`config.mk`:
```
export PLATFORM = sky130hd
export DESIGN_NAME = controller_compressor
export DESIGN_NICKNAME = d
export VERILOG_FILES = /design/src/rtl/controller_compressor.sv
export SDC_FILE = /design/constraint.sdc
export NUM_CORES = 1
export LEC_CHECK = 0
export ABC_AREA = 1
export CORE_UTILIZATION = 45
export CTS_CLUSTER_SIZE = 24
export DETAILED_ROUTE_END_ITERATION = 16
export GPL_TIMING_DRIVEN = 0
export PLACE_DENSITY = 0.7
export SETUP_SLACK_MARGIN = 0.15
export SLEW_MARGIN = 20
export SYNTH_ARGS = -nofsm -noshare
export SYNTH_HDL_FRONTEND = slang
export SYNTH_SLANG_ARGS = --single-unit
```
`constraint.sdc`:
```
create_clock -name clk -period 2 [get_ports clk]
set_input_delay 0.4 -clock clk [delete_from_list [all_inputs] [get_ports clk]]
set_output_delay 0.4 -clock clk [all_outputs]
set_load 0.05 [all_outputs]
```
`src/rtl/controller_compressor.sv`:
```
// Sequencing FSM for datapath_compressor: fill input buffer, prime lookahead, then loop
// match -> encode -> emit -> shift until the lookahead drains.
module controller_compressor #(
    parameter int unsigned LA_DEPTH = 6,
    parameter int unsigned IN_DEPTH = 31
) (
    input  logic clk,
    input  logic rst,
    input  logic start,
    input  logic in_valid,
    input  logic in_last,
    output logic in_ready,
    input  logic eqz,
    input  logic end_of_data,
    output logic load_input,
    output logic load_lookahead,
    output logic load_seach,
    output logic slide_search,
    output logic match_check,
    output logic encode,
    output logic ld_length,
    output logic dec,
    output logic tok_valid,
    input  logic tok_ready,
    output logic busy,
    output logic done
);

    localparam int unsigned LaW  = $clog2(LA_DEPTH + 1);
    localparam int unsigned CntW = $clog2(IN_DEPTH + 1);

    typedef enum logic [3:0] {
        StIdle,
        StFill,
        StPrime,
        StMatch,
        StMwait,
        StEnc,
        StEmit,
        StShift,
        StDone
    } state_t;

    state_t            state_q, state_d;
    logic [CntW-1:0]   byte_cnt_q, byte_cnt_d;
    logic [LaW-1:0]    la_cnt_q, la_cnt_d;
    logic [LaW-1:0]    la_after_shift;
    logic              prime_q;
    logic              shift_q;

    // Lookahead occupancy after one SHIFT cycle: a refill keeps it level.
    assign la_after_shift = (end_of_data && la_cnt_q != '0) ? la_cnt_q - 1'b1 : la_cnt_q;

    always_comb begin
        state_d    = state_q;
        byte_cnt_d = byte_cnt_q;
        la_cnt_d   = la_cnt_q;
        unique case (state_q)
            StIdle: begin
                if (start) begin
                    state_d    = StFill;
                    byte_cnt_d = '0;
                    la_cnt_d   = '0;
                end
            end
            StFill: begin
                if (in_valid) begin
                    byte_cnt_d = byte_cnt_q + 1'b1;
                    if (in_last || byte_cnt_q == CntW'(IN_DEPTH - 1)) begin
                        state_d = StPrime;
                    end
                end
            end
            StPrime: begin
                if (la_cnt_q == LaW'(LA_DEPTH) || end_of_data) begin
                    state_d = StMatch;
                end else begin
                    la_cnt_d = la_cnt_q + 1'b1;
                end
            end
            StMatch: state_d = StMwait;
            StMwait: state_d = StEnc;
            StEnc:   state_d = StEmit;
            StEmit: begin
                if (tok_ready) begin
                    state_d = StShift;
                end
            end
            StShift: begin
                la_cnt_d = la_after_shift;
                // Data exhausted ends the block even if the length counter has not reached zero.
                if (la_after_shift == '0) begin
                    state_d = StDone;
                end else if (eqz) begin
                    state_d = StMatch;
                end
            end
            StDone:  state_d = StIdle;
            default: state_d = StIdle;
        endcase
    end

    always_ff @(posedge clk) begin
        if (rst) begin
            state_q     <= StIdle;
            byte_cnt_q  <= '0;
            la_cnt_q    <= '0;
            in_ready    <= 1'b0;
            prime_q     <= 1'b0;
            match_check <= 1'b0;
            encode      <= 1'b0;
            ld_length   <= 1'b0;
            tok_valid   <= 1'b0;
            shift_q     <= 1'b0;
            busy        <= 1'b0;
            done        <= 1'b0;
        end else begin
            state_q     <= state_d;
            byte_cnt_q  <= byte_cnt_d;
            la_cnt_q    <= la_cnt_d;
            in_ready    <= (state_d == StFill);
            prime_q     <= (state_d == StPrime);
            match_check <= (state_d == StMatch);
            encode      <= (state_d == StEnc);
            ld_length   <= (state_d == StEnc);
            tok_valid   <= (state_d == StEmit);
            shift_q     <= (state_d == StShift);
            busy        <= (state_d != StIdle);
            done        <= (state_q == StDone);
        end
    end

    // Strobes qualified by datapath status are gated from the registered state flags.
    assign load_input     = in_ready & in_valid;
    assign load_lookahead = (prime_q & ~end_of_data & (la_cnt_q < LaW'(LA_DEPTH)))
                          | (shift_q & ~end_of_data);
    assign load_seach     = shift_q;
    assign slide_search   = shift_q;
    assign dec            = shift_q & ~eqz;

endmodule
```
== Word-level counts from Yosys, hierarchy flattened ==
Cells that the tools add are included.

* Input bits: 8
* Memories kept: 0
* Bits in writable memories: 0
* Word-level logic and storage cells: 68
* Latch bits: 0
* Bits in registers: 20
* Memory bits (read-only): 0

* Divide/modulo/power cells: 0
* Multipliers: 0
* $add $sub $neg: 3
* Shift-type cells: 0
* $lt $le $gt $ge: 1
* Reductions and logical operators: 11
* Bitwise gates (word level): 8
* Mux-type cells: 15
* Equal/unequal tests: 19

{| class="wikitable"
|+ Operators with widths
! kind !! count
|-
| 4-bit case mux with 8 select lines || 1
|-
| 4-bit by 3-bit == test with 1-bit output, second input constant || 7
|-
| 4-bit 2-to-1 mux || 7
|-
| 4-bit by 2-bit == test with 1-bit output, second input constant || 4
|-
| 5-bit 2-to-1 mux || 2
|-
| 5-bit case mux with 2 select lines || 1
|-
| 3-bit 2-to-1 mux || 3
|-
| 3-bit case mux with 3 select lines || 1
|-
| 4-bit by 1-bit == test with 1-bit output, second input constant || 2
|-
| 2-bit inequality test, second input constant || 3
|-
| 3-bit AND reduction || 2
|-
| 3-bit nonzero test || 2
|-
| 5-bit by 1-bit adder with 5-bit output, second input constant || 1
|-
| 1-bit AND || 5
|-
| 5-bit == test, second input constant || 1
|-
| 4-bit == test, second input constant || 1
|-
| 4-bit logical NOT || 1
|-
| 4-bit nonzero test || 1
|-
| 3-bit by 1-bit adder with 3-bit output, second input constant || 1
|-
| 3-bit == test, second input constant || 1
|-
| 3-bit logical NOT || 1
|-
| 3-bit < comparator, second input constant || 1
|-
| 3-bit by 1-bit subtractor with 3-bit output, second input constant || 1
|-
| 1-bit logical OR || 2
|-
| 4 further kinds || 5
|}

== Logic depth before layout (Yosys ltp) ==
* Depth after elaboration: 7
* Gate-level depth with buffers: 11
* Gate-level depth less buffers: 11

== Worst setup path after synthesis ==
No wires, ideal clock.

* Path type: reg2out
* Start point: register shift_q, in the netlist load_seach
* End point: output load_lookahead
* Slack: 0.056 ns
* Arrival time: 1.544 ns
* Required time: 1.600 ns
* Stages on the path, launching flop included: 3
* Cell sequence: dfxtp_1 inv_1 a21oi_1

* Longest elaborated chain between the ends: 2

{| class="wikitable"
|+ Ends and longest elaborated chain
! element !! RTL line !! text
|-
| start: declaration || 49 || <nowiki>logic shift_q;</nowiki>
|-
| start signal: assignment || 127 || <nowiki>shift_q <= (state_d == StShift);</nowiki>
|-
| 1-bit AND || 136 || <nowiki>| (shift_q & ~end_of_data);</nowiki>
|-
| 1-bit bitwise OR || 136 ||
|-
| end: declaration || 16 || <nowiki>output logic load_lookahead,</nowiki>
|}

No other way between the ends.

== Worst setup path in the final report ==
* Start point: input end_of_data
* End point: output load_lookahead

* Longest elaborated chain between the ends: 4

{| class="wikitable"
|+ Ends and longest elaborated chain
! element !! RTL line !! text
|-
| start: declaration || 14 || <nowiki>input logic end_of_data,</nowiki>
|-
| 1-bit inverter * || 135, 136 ||
|-
| 1-bit AND (2 in a row) || 135 || <nowiki>assign load_lookahead = (prime_q & ~end_of_data & (la_cnt_q < LaW'(LA_DEPTH)))</nowiki>
|-
| 1-bit bitwise OR * || 136 ||
|}

Every way passes the cells marked *; elsewhere a longest branch is shown, timed or not.

==> out/summary.txt <==
====================================================================================
Dpl cells .............................................................          206
Result of the run ..................................................... complete, no violations
Post-DRT Antenna Nets .................................................            0
Effective utilization at floorplan ....................................        49.6%
Final clock period utilization by the worst path ......................        87.9%
Worst-case clock buffer depth .........................................            2
Number of library cell types mapped by synthesis ......................           29
Number of max-cap violations ..........................................            0
Via count of the first global-routing pass ............................          974
Height of the die .....................................................      52.6 um
Arrival time at the worst endpoint ....................................      1.36 ns
Worst-path maximum fanout .............................................            7
Cell count of the worst reg-to-reg path ...............................           11
Number of design rule violations left after detail routing ............            0
Critical Path Slowest Stage Cell ...................................... sky130_fd_sc_hd__clkdlybuf4s50_1
Leakage power figure ..................................................  0.000702 uW
Total overflow reported by the global router ..........................            0
Number of vias after detailed routing .................................         1098
Number of H-tree levels ...............................................            1
Hold Path Cell Cnt ....................................................            2
Register area share after synthesis ...................................        34.8%
GRT met1 Usage ........................................................        26.2%
Synthesis warning total ...............................................            0
Num CTS Buffers .......................................................            3
Avg Synthesized Cell Area .............................................    7.23 um^2
Combined area of the multi-input logic cells ..........................     648 um^2
Number of filler cells placed in the layout ...........................          223
Met3 Use GR ...........................................................        5.80%
Met2 usage ............................................................        31.9%
Async set or reset register ratio after synthesis .....................           0%
Setup slack of the worst register-to-register path ....................      0.35 ns
F_max .................................................................    0.569 GHz
Share of layout cells above drive strength 1 ..........................        17.0%
Antenna diode count ...................................................            0
Clock root buffer ..................................................... sky130_fd_sc_hd__clkbuf_4
Detail-routed net length per standard cell ............................      11.3 um
Num Clock Sinks .......................................................           20
Setup crit start kind ................................................. primary input
Vias per inst .........................................................         5.23
Horizontal extent of the die ..........................................      52.6 um
Cell taking the most area after synthesis ............................. sky130_fd_sc_hd__dfxtp_1
Mapped Nets ...........................................................          173
Category of the worst setup path capture point ........................  output port
Maximum number of pins on one net before global-route repair ..........           13
Number of synthesized flops with an enable pin ........................            0
Global-route wire length before repair ................................      4.15 mm
Seq. cell area ........................................................     402 um^2
Top-level I/O count ...................................................           20
Number of synthesized register bits ...................................           20
Final number of hold-violating endpoints ..............................            0
VDD IR max ............................................................     0.924 mV
Latest clock arrival within the worst-skew pair .......................      0.30 ns
Cells traversed along the worst timing path ........................... clkdlybuf4s50_1 -> a21oi_2 -> buf_2
Total routing usage reported by global routing ........................        20.6%
WS Path Type ..........................................................    in -> out
Detailed Route Iter0 Violations .......................................           24
Number of rows in the core area .......................................           17
Worst Path Required ...................................................      1.60 ns
Predominant post-synthesis flop cell .................................. sky130_fd_sc_hd__dfxtp_1
Total Die Area ........................................................    2760 um^2
Count of placed standard cells in the final layout, fillers left out ..          210
Origin of the worst setup path ........................................  end_of_data
Top cells by area, synth .............................................. sky130_fd_sc_hd__dfxtp_1 (35%), sky130_fd_sc_hd__nand2_1 (10%), sky130_fd_sc_hd__ha_1 (6.5%)
CTS hold repair buffers ...............................................            0
Routed Wire Length ....................................................      2.37 mm
Busiest layer in global routing .......................................         met2
Final layout net count ................................................          197
Launch point of the worst hold path ...................................   state_q[3]
Clock slew seen by the registers of the worst setup and hold paths ....      0.12 ns
Count of mapped cells out of synthesis ................................          159
FF-to-FF End ..........................................................         busy
Antenna violations before repair ......................................            0
Area inside the core boundary .........................................    2320 um^2
Type of the most critical hold path ...................................   reg -> reg
Beginning of the worst register-to-register path ......................  la_cnt_q[0]
Worst Clk Skew ........................................................   0.00335 ns
Max stage delay on crit path ..........................................      0.52 ns
Normalized max-slew margin ............................................        66.6%
Post-synth design cell area ...........................................    1150 um^2
Number of buffers inserted by post-CTS setup repair ...................            0
Power Density ......................................................... 1280 nW/um^2
Buffers & Inverters on Critical Path ..................................            2
Synthesis-to-finish area growth .......................................        23.0%
Number of pins exceeding their max-slew limit in the final report .....            0
Weighted congestion at the end of routability-driven global placement .        0.907
Number of iterations in the first detailed-routing pass ...............            4
Crit path max-delay family ............................................ buffers and inverters
Post-place setup slack ................................................    -0.309 ns
Unrepaired setup endpoints after global routing .......................        false
Smallest setup slack after layout .....................................     0.243 ns
Detailed-placement wirelength estimate ................................      1.84 mm
Setup violators final .................................................            0
Fraction of synthesized cell area taken by the top area cell type .....        34.8%
Final min period ......................................................      1.76 ns
Clock tree from TritonCTS .............................................          yes
Hold worst-path end ...................................................         done
Worst Max-Slew Pin Slew ...............................................     0.501 ns
Port Buffer Count .....................................................           19
====================================================================================
## layer usage
metal  vias to the layer above  share of wire, %
met4                         0               2.5
li1                        563                 -
met3                         7               7.5
met1                       486                48
met2                        42                42
met5                         -                 0
## power breakdown
part           internal (uW)  switching (uW)  leakage (uW)
registers                486            70.9      0.000163
logic                    305             621      0.000510
clock network            203             130     0.0000279
## sequential cells by signal, summed over array words and instances (netlist names)
signal,flops
done,1
byte_cnt_q,5
state_q,4
tok_valid,1
load_seach,1
la_cnt_q,3
ld_length,1
match_check,1
busy,1
in_ready,1
prime_q,1
## worst max-delay path by stage
stage                                 to  slack [ns]  depth (start not counted)
after floorplan                      dec        0.17                          2
after global placement    load_lookahead       -0.27                          3
after detailed placement  load_lookahead       -0.31                          3
after CTS                 load_lookahead        0.13                          3
after global routing      load_lookahead        0.17                          4
final                     load_lookahead        0.24                          3
## per-stage QoR
step / utilization [%] / power (uW) / cell area (um^2) / hold slack, ns / setup TNS, ns
floorplan: - / 1290 / 1150 / 0.481 / 0
global placement: 59.5 / 1470 / 1380 / 0.510 / -0.634
detailed placement: 59.5 / 1500 / 1380 / 0.516 / -0.679
CTS: 61.5 / 1820 / 1430 / 0.543 / 0
global route: 61.0 / 1960 / 1410 / 0.570 / 0
finish: 61.0 / 1810 / 1410 / 0.544 / 0
## cell families after synthesis
group / Yosys count / share of synthesized area (%)
AO/OA/AOI/OAI: 25 / 12.4
AND/OR/NAND/NOR: 82 / 37.1
adder cells (fa/ha/maj): 6 / 6.53
buffers and inverters: 26 / 9.14
flip-flops: 20 / 34.8
## worst reg2reg max path: stages, from the launching register on
cell                      delay [ns]
sky130_fd_sc_hd__dfxtp_2        0.36
sky130_fd_sc_hd__inv_1          0.13
sky130_fd_sc_hd__ha_1           0.21
sky130_fd_sc_hd__nand2_4        0.07
sky130_fd_sc_hd__nand2_1        0.09
sky130_fd_sc_hd__nand2_1        0.06
sky130_fd_sc_hd__nand2_1        0.13
sky130_fd_sc_hd__nand3_2        0.12
sky130_fd_sc_hd__nand2_2        0.13
sky130_fd_sc_hd__nand3_1        0.08
sky130_fd_sc_hd__nor2_1         0.11
sky130_fd_sc_hd__nor2_1         0.05
## cell usage in the layout (no fill, tap or decap), drive strengths merged
| master | Yosys | routed |
|---|---|---|
| dlymetal6s2s | 0 | 2 |
| o21bai | 1 | 1 |
| o22ai | 2 | 2 |
| buf | 2 | 4 |
| clkbuf | 1 | 5 |
| o211a | 1 | 1 |
| a21boi | 1 | 1 |
| dlygate4sd2 | 0 | 7 |
| o21ai | 8 | 8 |
| nor3b | 1 | 1 |
| dfxtp | 20 | 20 |
| a31oi | 1 | 1 |
| nor2 | 20 | 20 |
| clkdlybuf4s50 | 0 | 7 |
| inv | 23 | 23 |
| nand4 | 4 | 4 |
| nor3 | 5 | 5 |
| a21oi | 11 | 11 |
| bufinv | 0 | 1 |
| nor4 | 1 | 1 |
| ha | 6 | 6 |
| nand2 | 37 | 37 |
| nand3 | 14 | 14 |
## cell type report
cell class	count	area share, %
buffer	3	1.33
clock buffer	3	1.59
clock inverter	1	2.12
inverter	23	6.11
multi-input combinational	113	45.8
sequential	20	28.4
tap	28	2.48
timing repair buffer	19	12.1
## cell usage after synthesis (2+ instances only)
cell                      count
sky130_fd_sc_hd__a21oi_1     11
sky130_fd_sc_hd__buf_4        2
sky130_fd_sc_hd__dfxtp_1     20
sky130_fd_sc_hd__ha_1         6
sky130_fd_sc_hd__inv_1       20
sky130_fd_sc_hd__inv_2        3
sky130_fd_sc_hd__nand2_1     31
sky130_fd_sc_hd__nand2_2      3
sky130_fd_sc_hd__nand2_4      3
sky130_fd_sc_hd__nand3_1     11
sky130_fd_sc_hd__nand3_2      3
sky130_fd_sc_hd__nand4_1      3
sky130_fd_sc_hd__nor2_1      15
sky130_fd_sc_hd__nor2_2       3
sky130_fd_sc_hd__nor2_4       2
sky130_fd_sc_hd__nor3_1       4
sky130_fd_sc_hd__o21ai_0      4
sky130_fd_sc_hd__o21ai_1      3
sky130_fd_sc_hd__o22ai_1      2
## what timing repair did
action,4_1_cts,5_1_grt
setup endpoints to repair,10,6
endpoints found under the hold margin,0,0
gates resized for setup,15,8
(Power assumes the default switching activity.)
